===== src/rtl/mac_result_fifo_if.sv =====
// Result-side bundle of the MAC stage: issue-valid/result inputs and the FWFT drain handshake.
interface mac_result_fifo_if #(
    parameter int OUT_WIDTH = 17
);
    logic                 op_valid;
    logic [OUT_WIDTH-1:0] mac_data;
    logic                 out_valid;
    logic [OUT_WIDTH-1:0] out_data;
    logic                 out_ready;

    modport master (
        output op_valid, mac_data, out_ready,
        input  out_valid, out_data
    );

    modport slave (
        input  op_valid, mac_data, out_ready,
        output out_valid, out_data
    );
endinterface


===== src/rtl/mac_result_fifo.sv =====
// Aligns op_valid with the MAC stage result and captures results into a show-ahead FIFO.
// Optional MAC_FIFO_PEAK_EN adds a running maximum of accepted results on the peak port.
module mac_result_fifo #(
    parameter int OUT_WIDTH = 17,
    parameter int DEPTH     = 8,
    parameter int LATENCY   = 2
) (
    input  logic                     clk,
    input  logic                     reset,
    mac_result_fifo_if.slave         bus,
    output logic [$clog2(DEPTH):0]   count,
    output logic                     overflow
`ifdef MAC_FIFO_PEAK_EN
    ,
    output logic [OUT_WIDTH-1:0]     peak
`endif
);
    localparam int          AW       = $clog2(DEPTH);
    localparam logic [AW:0] FULL_CNT = (AW + 1)'(DEPTH);

    logic [LATENCY-1:0]   vld_pipe;
    logic [OUT_WIDTH-1:0] mem [DEPTH];
    logic [AW-1:0]        wr_ptr;
    logic [AW-1:0]        rd_ptr;
    logic                 push;
    logic                 pop;
    logic                 full;
    logic                 accept;
    logic                 drop;

    // Clearing the pipe on reset is what discards results still inside the MAC stage.
    always_ff @(posedge clk) begin
        if (reset) begin
            vld_pipe <= '0;
        end else begin
            vld_pipe[0] <= bus.op_valid;
            for (int i = 1; i < LATENCY; i++)
                vld_pipe[i] <= vld_pipe[i-1];
        end
    end

    assign push   = vld_pipe[LATENCY-1];
    assign full   = (count == FULL_CNT);
    assign pop    = bus.out_valid & bus.out_ready;
    // A full FIFO still takes a result when the head leaves on the same edge.
    assign accept = push & (~full | pop);
    assign drop   = push & full & ~pop;

    always_ff @(posedge clk) begin
        if (accept)
            mem[wr_ptr] <= bus.mac_data;
    end

    always_ff @(posedge clk) begin
        if (reset) begin
            wr_ptr   <= '0;
            rd_ptr   <= '0;
            count    <= '0;
            overflow <= 1'b0;
        end else begin
            if (accept)
                wr_ptr <= wr_ptr + 1'b1;
            if (pop)
                rd_ptr <= rd_ptr + 1'b1;
            case ({accept, pop})
                2'b10:   count <= count + 1'b1;
                2'b01:   count <= count - 1'b1;
                default: count <= count;
            endcase
            if (drop)
                overflow <= 1'b1;
        end
    end

`ifdef MAC_FIFO_PEAK_EN
    always_ff @(posedge clk) begin
        if (reset)
            peak <= '0;
        else if (accept && (bus.mac_data > peak))
            peak <= bus.mac_data;
    end
`endif

    assign bus.out_valid = (count != '0);
    assign bus.out_data  = mem[rd_ptr];
endmodule


===== src/flat_wrapper.sv =====
// flat-port wrapper written by rule: the top's interface ports become plain ports
module mac_result_fifo_flat 
#(
    parameter int OUT_WIDTH = 17,
    parameter int DEPTH     = 8,
    parameter int LATENCY   = 2
)
  (clk, reset, count, overflow, bus_op_valid, bus_mac_data, bus_out_ready, bus_out_valid, bus_out_data);
  mac_result_fifo_if #(.OUT_WIDTH(OUT_WIDTH)) bus_i ();
  input  logic clk;
  input  logic reset;
  output logic [$clog2(DEPTH):0] count;
  output logic overflow;
  input wire logic [$bits(bus_i.op_valid)-1:0] bus_op_valid;
  input wire logic [$bits(bus_i.mac_data)-1:0] bus_mac_data;
  input wire logic [$bits(bus_i.out_ready)-1:0] bus_out_ready;
  output wire logic [$bits(bus_i.out_valid)-1:0] bus_out_valid;
  output wire logic [$bits(bus_i.out_data)-1:0] bus_out_data;
  assign bus_i.op_valid = bus_op_valid;
  assign bus_i.mac_data = bus_mac_data;
  assign bus_i.out_ready = bus_out_ready;
  assign bus_out_valid = bus_i.out_valid;
  assign bus_out_data = bus_i.out_data;
  mac_result_fifo #(.OUT_WIDTH(OUT_WIDTH), .DEPTH(DEPTH), .LATENCY(LATENCY)) u_core (.clk(clk), .reset(reset), .bus(bus_i), .count(count), .overflow(overflow));
endmodule

===== config.mk =====
export PLATFORM = sky130hd
export DESIGN_NAME = mac_result_fifo_flat
export DESIGN_NICKNAME = d
export VERILOG_FILES = /design/src/rtl/mac_result_fifo_if.sv /design/src/rtl/mac_result_fifo.sv /design/src/flat_wrapper.sv
export SDC_FILE = /design/constraint.sdc
export NUM_CORES = 1
export LEC_CHECK = 0
export CELL_PAD_IN_SITES_DETAIL_PLACEMENT = 1
export CELL_PAD_IN_SITES_GLOBAL_PLACEMENT = 1
export CORE_UTILIZATION = 40
export CTS_CLUSTER_SIZE = 25
export DETAILED_ROUTE_END_ITERATION = 10
export PLACE_DENSITY = 0.74
export SLEW_MARGIN = 20
export SYNTH_ARGS = -nofsm -noshare
export SYNTH_HDL_FRONTEND = slang
export SYNTH_SLANG_ARGS = --single-unit

===== constraint.sdc =====
create_clock -name clk -period 6.6 [get_ports clk]
set_clock_uncertainty 0.15 [all_clocks]
set_input_delay 1.32 -clock clk [delete_from_list [all_inputs] [get_ports clk]]
set_output_delay 1.32 -clock clk [all_outputs]
set_load 0.01 [all_outputs]

# Word-level counts from Yosys, hierarchy flattened

Memories as Yosys holds them, arrays and structs flattened. A register that Yosys moved wholly into a read port is not among the register bits.
Cells that the tools add are included.

Add/subtract/negate cells: 4
Multiplexer cells: 5
Bitwise logic cells: 7
Reduce and logical (&&, ||, !) cells: 2
Equal/unequal tests: 3

Operators by type and width:

| kind                                                                | count |
|---|---|
| 4-bit case mux with 2 select lines                                  | 1 |
| 3-bit by 1-bit adder with 3-bit output (second input constant)      | 2 |
| 3-bit two-way mux                                                   | 2 |
| 4-bit by 1-bit adder with 4-bit output (second input constant)      | 1 |
| 1-bit AND                                                           | 4 |
| 4-bit == test (second input constant)                               | 1 |
| 4-bit nonzero test                                                  | 1 |
| 4-bit by 1-bit subtractor with 4-bit output (second input constant) | 1 |
| 2-bit by 1-bit == test with 1-bit output (second input constant)    | 1 |
| 2-bit == test (second input constant)                               | 1 |
| 1-bit two-way mux                                                   | 2 |
| 1-bit NOT                                                           | 2 |
| 2-bit nonzero test                                                  | 1 |
| 1-bit bitwise OR                                                    | 1 |

Flip-flop bits (word level): 13
Input port bits: 21
Memories kept: 1
Word-level logic and storage cells: 27
Bits in writable memories: 136
Output and inout port bits: 23

Memories:

| name       | depth | bits a word | rd ports | clocked after Yosys merged registers in | wr ports | RTL line              | source |
|---|---|---|---|---|---|---|---|
| u_core.mem | 8     | 17          | 1        | 1                                       | 1        | mac_result_fifo.sv:22 | `logic [OUT_WIDTH-1:0] mem [DEPTH];` |

# Longest topological paths before layout

Depth in word-level cells: 6
Depth in mapped cells: 11
Mapped depth without buffers: 10

# Worst setup path after synthesis

OpenSTA, ideal clock, no wires.

Path type: input-to-reg
From: input port bus_out_ready
To: memory u_core.mem[0][0] (enable)
Stages on the path: 3
Data arrival time: 3.267 ns
Path buffers: 0
Data required time: 6.015 ns
Setup slack: 2.748 ns
Cells stage by stage: nand2b_1 -> o21ai_4 -> nor4_1

Longest elaborated chain between the ends: 5

Ends and longest elaborated chain:

| what                                    | RTL line              | source |
|---|---|---|
| start: declaration                      | flat_wrapper.sv:16    | `input wire logic [$bits(bus_i.out_ready)-1:0] bus_out_ready;` |
| 1-bit AND                               | mac_result_fifo.sv:44 | `assign pop = bus.out_valid & bus.out_ready;` |
| 1-bit bitwise OR                        | mac_result_fifo.sv:46 | `assign accept = push & (~full \| pop);` |
| 1-bit AND                               | mac_result_fifo.sv:46 |  |
| 1-bit two-way mux                       | mac_result_fifo.sv:50 | `if (accept)` |
| 1-bit two-way mux (not written as such) | mac_result_fifo.sv:51 | `mem[wr_ptr] <= bus.mac_data;` |
| end: declaration                        | mac_result_fifo.sv:22 |  |

No other way between the ends.

==> summary.md <==
| Metric | Value |
|---|---|
| Crit start category | register |
| Clock power share | 37.1% |
| Vias in the first global route | 3,048 |
| Pins over their slew limit | 0 |
| Area grow syn2layout | 20.1% |
| Fin cells | 535 |
| Internal power | 1.86 mW |
| Die area | 15,500 um2 |
| CTS Buffer Depth | 2 |
| Clk_lat worst skew | 0.42 ns |
| Tcrit/Tclk final | 61.9% |
| Synth top area cells | edfxtp_1 68%, mux4_1 12%, dfxtp_1 5.4% |
| Syn_nets | 306 |
| Pre-antenna DRT Iters | 4 |
| Most frequent cells in the layout | 136 x edfxtp_1, 43 x clkdlybuf4s50_1, 28 x mux4_1, 18 x mux2_2, 17 x clkbuf_16 |
| Worst Max-Slew Pin Slew | 1.02 ns |
| CTS sink count | 152 |
| Gpl congestion | 0.670 |
| Yosys warning count | 0 |
| Filler Cells Inserted | 1,337 |
| Slowest cell on crit path | dfxtp_4 |
| Final WS setup | 2.52 ns |
| Reg-to-reg slack, setup | 3.85 ns |
| Cell area after synthesis | 5990 um2 |
| Total negative setup slack | 0 ns |
| CTS resizes | 0 |
| Compound-Gate Fraction of Synth Area | 1.17% |
| CTS tree | built |
| Area occupied by multi-input gates | 1510 um2 |
| Fin crit period | 4.08 ns |
| Slew HR | 31.6% |
| Routed length per instance | 21.1 um |
| Initial DRC count | 191 |
| RSZ-0062 raised after global routing | false |
| Gr ovfl total | 0 |
| Total power | 2.41 mW |
| Via count | 2,836 |
| Reg2reg end | u_core.count[2] |
| Hold path endpoint | u_core.vld_pipe[1] |
| Row count | 44 |
| Post-route DRC | 0 |
| Comb pwr share | 15.5% |
| Post-synthesis adder-cell area fraction | 1.05% |
| Post-route ant nets | 0 |
| Area fraction of the dominant cell type after synthesis | 68.2% |
| Drt total wl | 11,300 um |
| Die Wd | 124 um |
| Worst setup EP type | output pin |
| Initial Utilization | 41.0% |
| ANT cells | 0 |
| Xor-xnor portion of the synthesized cell area | 1.02% |
| Fmax | 245 MHz |
| Peak supply drop | 172 uV |
| Register area share after synthesis | 73.6% |
| Seq pwr share | 47.4% |
| Power Density | 335 nW/um2 |
| Mux contribution to synthesized area | 18.3% |
| Final #Nets | 364 |
| H-tree levels | 4 |
| Status | finished, final reports clean |
| Main synth FF type | edfxtp_1 |
| Antenna violations before repair | 0 |
| Synth cell types | 33 |
| Root buf cell | clkbuf_16 |
| Overall Global Routing Usage | 15.5% |
| P_leak | 2.34 nW |
| Cts bufs inserted | 17 |
| Core area | 14,600 um2 |
| FF-to-FF Start | u_core.count[1] |
| Pre-CTS setup slack | 2.57 ns |
| Simple-gate share of the synthesized area | 3.24% |
| Commonest non-fill, non-tap cell in the layout | edfxtp_1 |
| Async set or reset register ratio after synthesis | 0% |
| Dpl cells | 503 |
| First-pass GRT wire length | 17,200 um |
| CP max stage delay | 0.75 ns |
| Mean area per synthesized cell | 21.4 um2 |
| DP Wirelength | 6520 um |
| Post-CTS Setup Inserts | 0 |
| Clk pin slew, worst setup/hold paths | 0.05 ns |
| Max-cap violations | 0 |
| I/O pins | 44 |
| R2r worst-path depth | 10 |
| Fin Hold WS | 0.293 ns |
| Largest family of logic cells by synthesized area | multiplexers |
| Crit Path Max Fanout | 34 |
| Setup CP Type | register to output pin |
| Hold-fix buffers, CTS | 0 |
| Hold Vio Cnt, Final | 0 |
| Synth area leader | edfxtp_1 |
| Layout cells sized above 1 | 18.8% |
| Post-Synthesis Cells | 280 |
| Pin count of the biggest net entering global routing | 35 |
| Final setup fails | 0 |
| Via/cell ratio | 5.30 |
| P_sw | 549 uW |
| Post-synth EDFFs | 136 |
| Register area | 4410 um2 |
| Die Ht | 124 um |
| HP Class | register to register |
| Switching share of power | 22.8% |
| WP data arrival | 2.61 ns |
| Port Buffer Count | 43 |
| Hold Path Depth | 1 |
| Hold path start | u_core.vld_pipe[0] |
| Ordered list of cells on the worst path | mux4_1, mux2_2, clkdlybuf4s50_1 |
| Critical Path RT | 5.13 ns |
| Synthesis-stage register bit count | 152 |
## worst max-delay path, delay by kind of cell, from the launching register on
kind	cells	cell delay, ns
buf+inv	1	0.48
flops	1	0.75
mux	2	0.95
## worst max-delay path by stage
stage,from,end,slack (ns)
after floorplan,bus_out_ready,u_core.mem[0][0],2.75
after global placement,register,bus_out_data[3],2.63
after detailed placement,register,bus_out_data[7],2.57
after CTS,register,bus_out_data[7],2.10
after global routing,register,bus_out_data[7],2.38
final,register,bus_out_data[7],2.52
## cells by family after synthesis
| logic type | Yosys count |
|---|---|
| compound gates | 10 |
| xor+xnor | 7 |
| fa+ha+maj | 5 |
| buf+inv | 14 |
| flops | 152 |
| mux | 54 |
| simple gates | 38 |
## per-stage QoR
step / utilization [%] / area (um2)
floorplan: - / 5990
global placement: 45.5 / 6640
detailed placement: 45.5 / 6640
CTS: 49.3 / 7190
global route: 49.3 / 7190
finish: 49.3 / 7190
## layout make-up
type,count,area share (%)
sequential,152,61.3
timing repair buffer,51,6.82
clock buffer,20,6.07
multi-input combinational,114,21.0
tap,184,3.20
inverter,2,0.104
clock inverter,12,1.51
## synthesized netlist by cell type, types with 5 or more instances
master    number
mux2_2        18
clkbuf_1       5
xor2_1         6
edfxtp_1     136
mux4_1        28
nor2_1        15
mux4_2         6
dfxtp_1       16
ha_1           5
## per-layer routing
metal | wire [um] | part of all wire, % | GRT usage [%]
met1 | 4980 | 44 | 19.2
met4 | 181 | 1.6 | 6.80
met5 | 0 | 0 | 0
met2 | 5690 | 51 | 25.1
met3 | 407 | 3.6 | 4.85
## power groups by stage
| stage | Sequential [mW] | Combinational, mW | Clock (mW) |
|---|---|---|---|
| 3_3_place_gp | 1.16 | 0.368 | 0 |
| 6_report | 1.14 | 0.374 | 0.894 |
| 4_1_cts | 1.14 | 0.381 | 0.917 |
| 2_1_floorplan | 1.10 | 0.310 | 0 |
| 5_1_grt | 1.15 | 0.400 | 0.950 |
| 3_5_place_dp | 1.16 | 0.378 | 0 |
## flip-flops by register name, summed over array words and instances (netlist names), named ones only
| name | count |
|---|---|
| u_core.overflow | 1 |
| u_core.wr_ptr | 3 |
| u_core.rd_ptr | 3 |
| u_core.vld_pipe | 2 |
| u_core.count | 4 |
| u_core.mem | 136 |
Note: power is estimated with default switching activity, not from simulation.
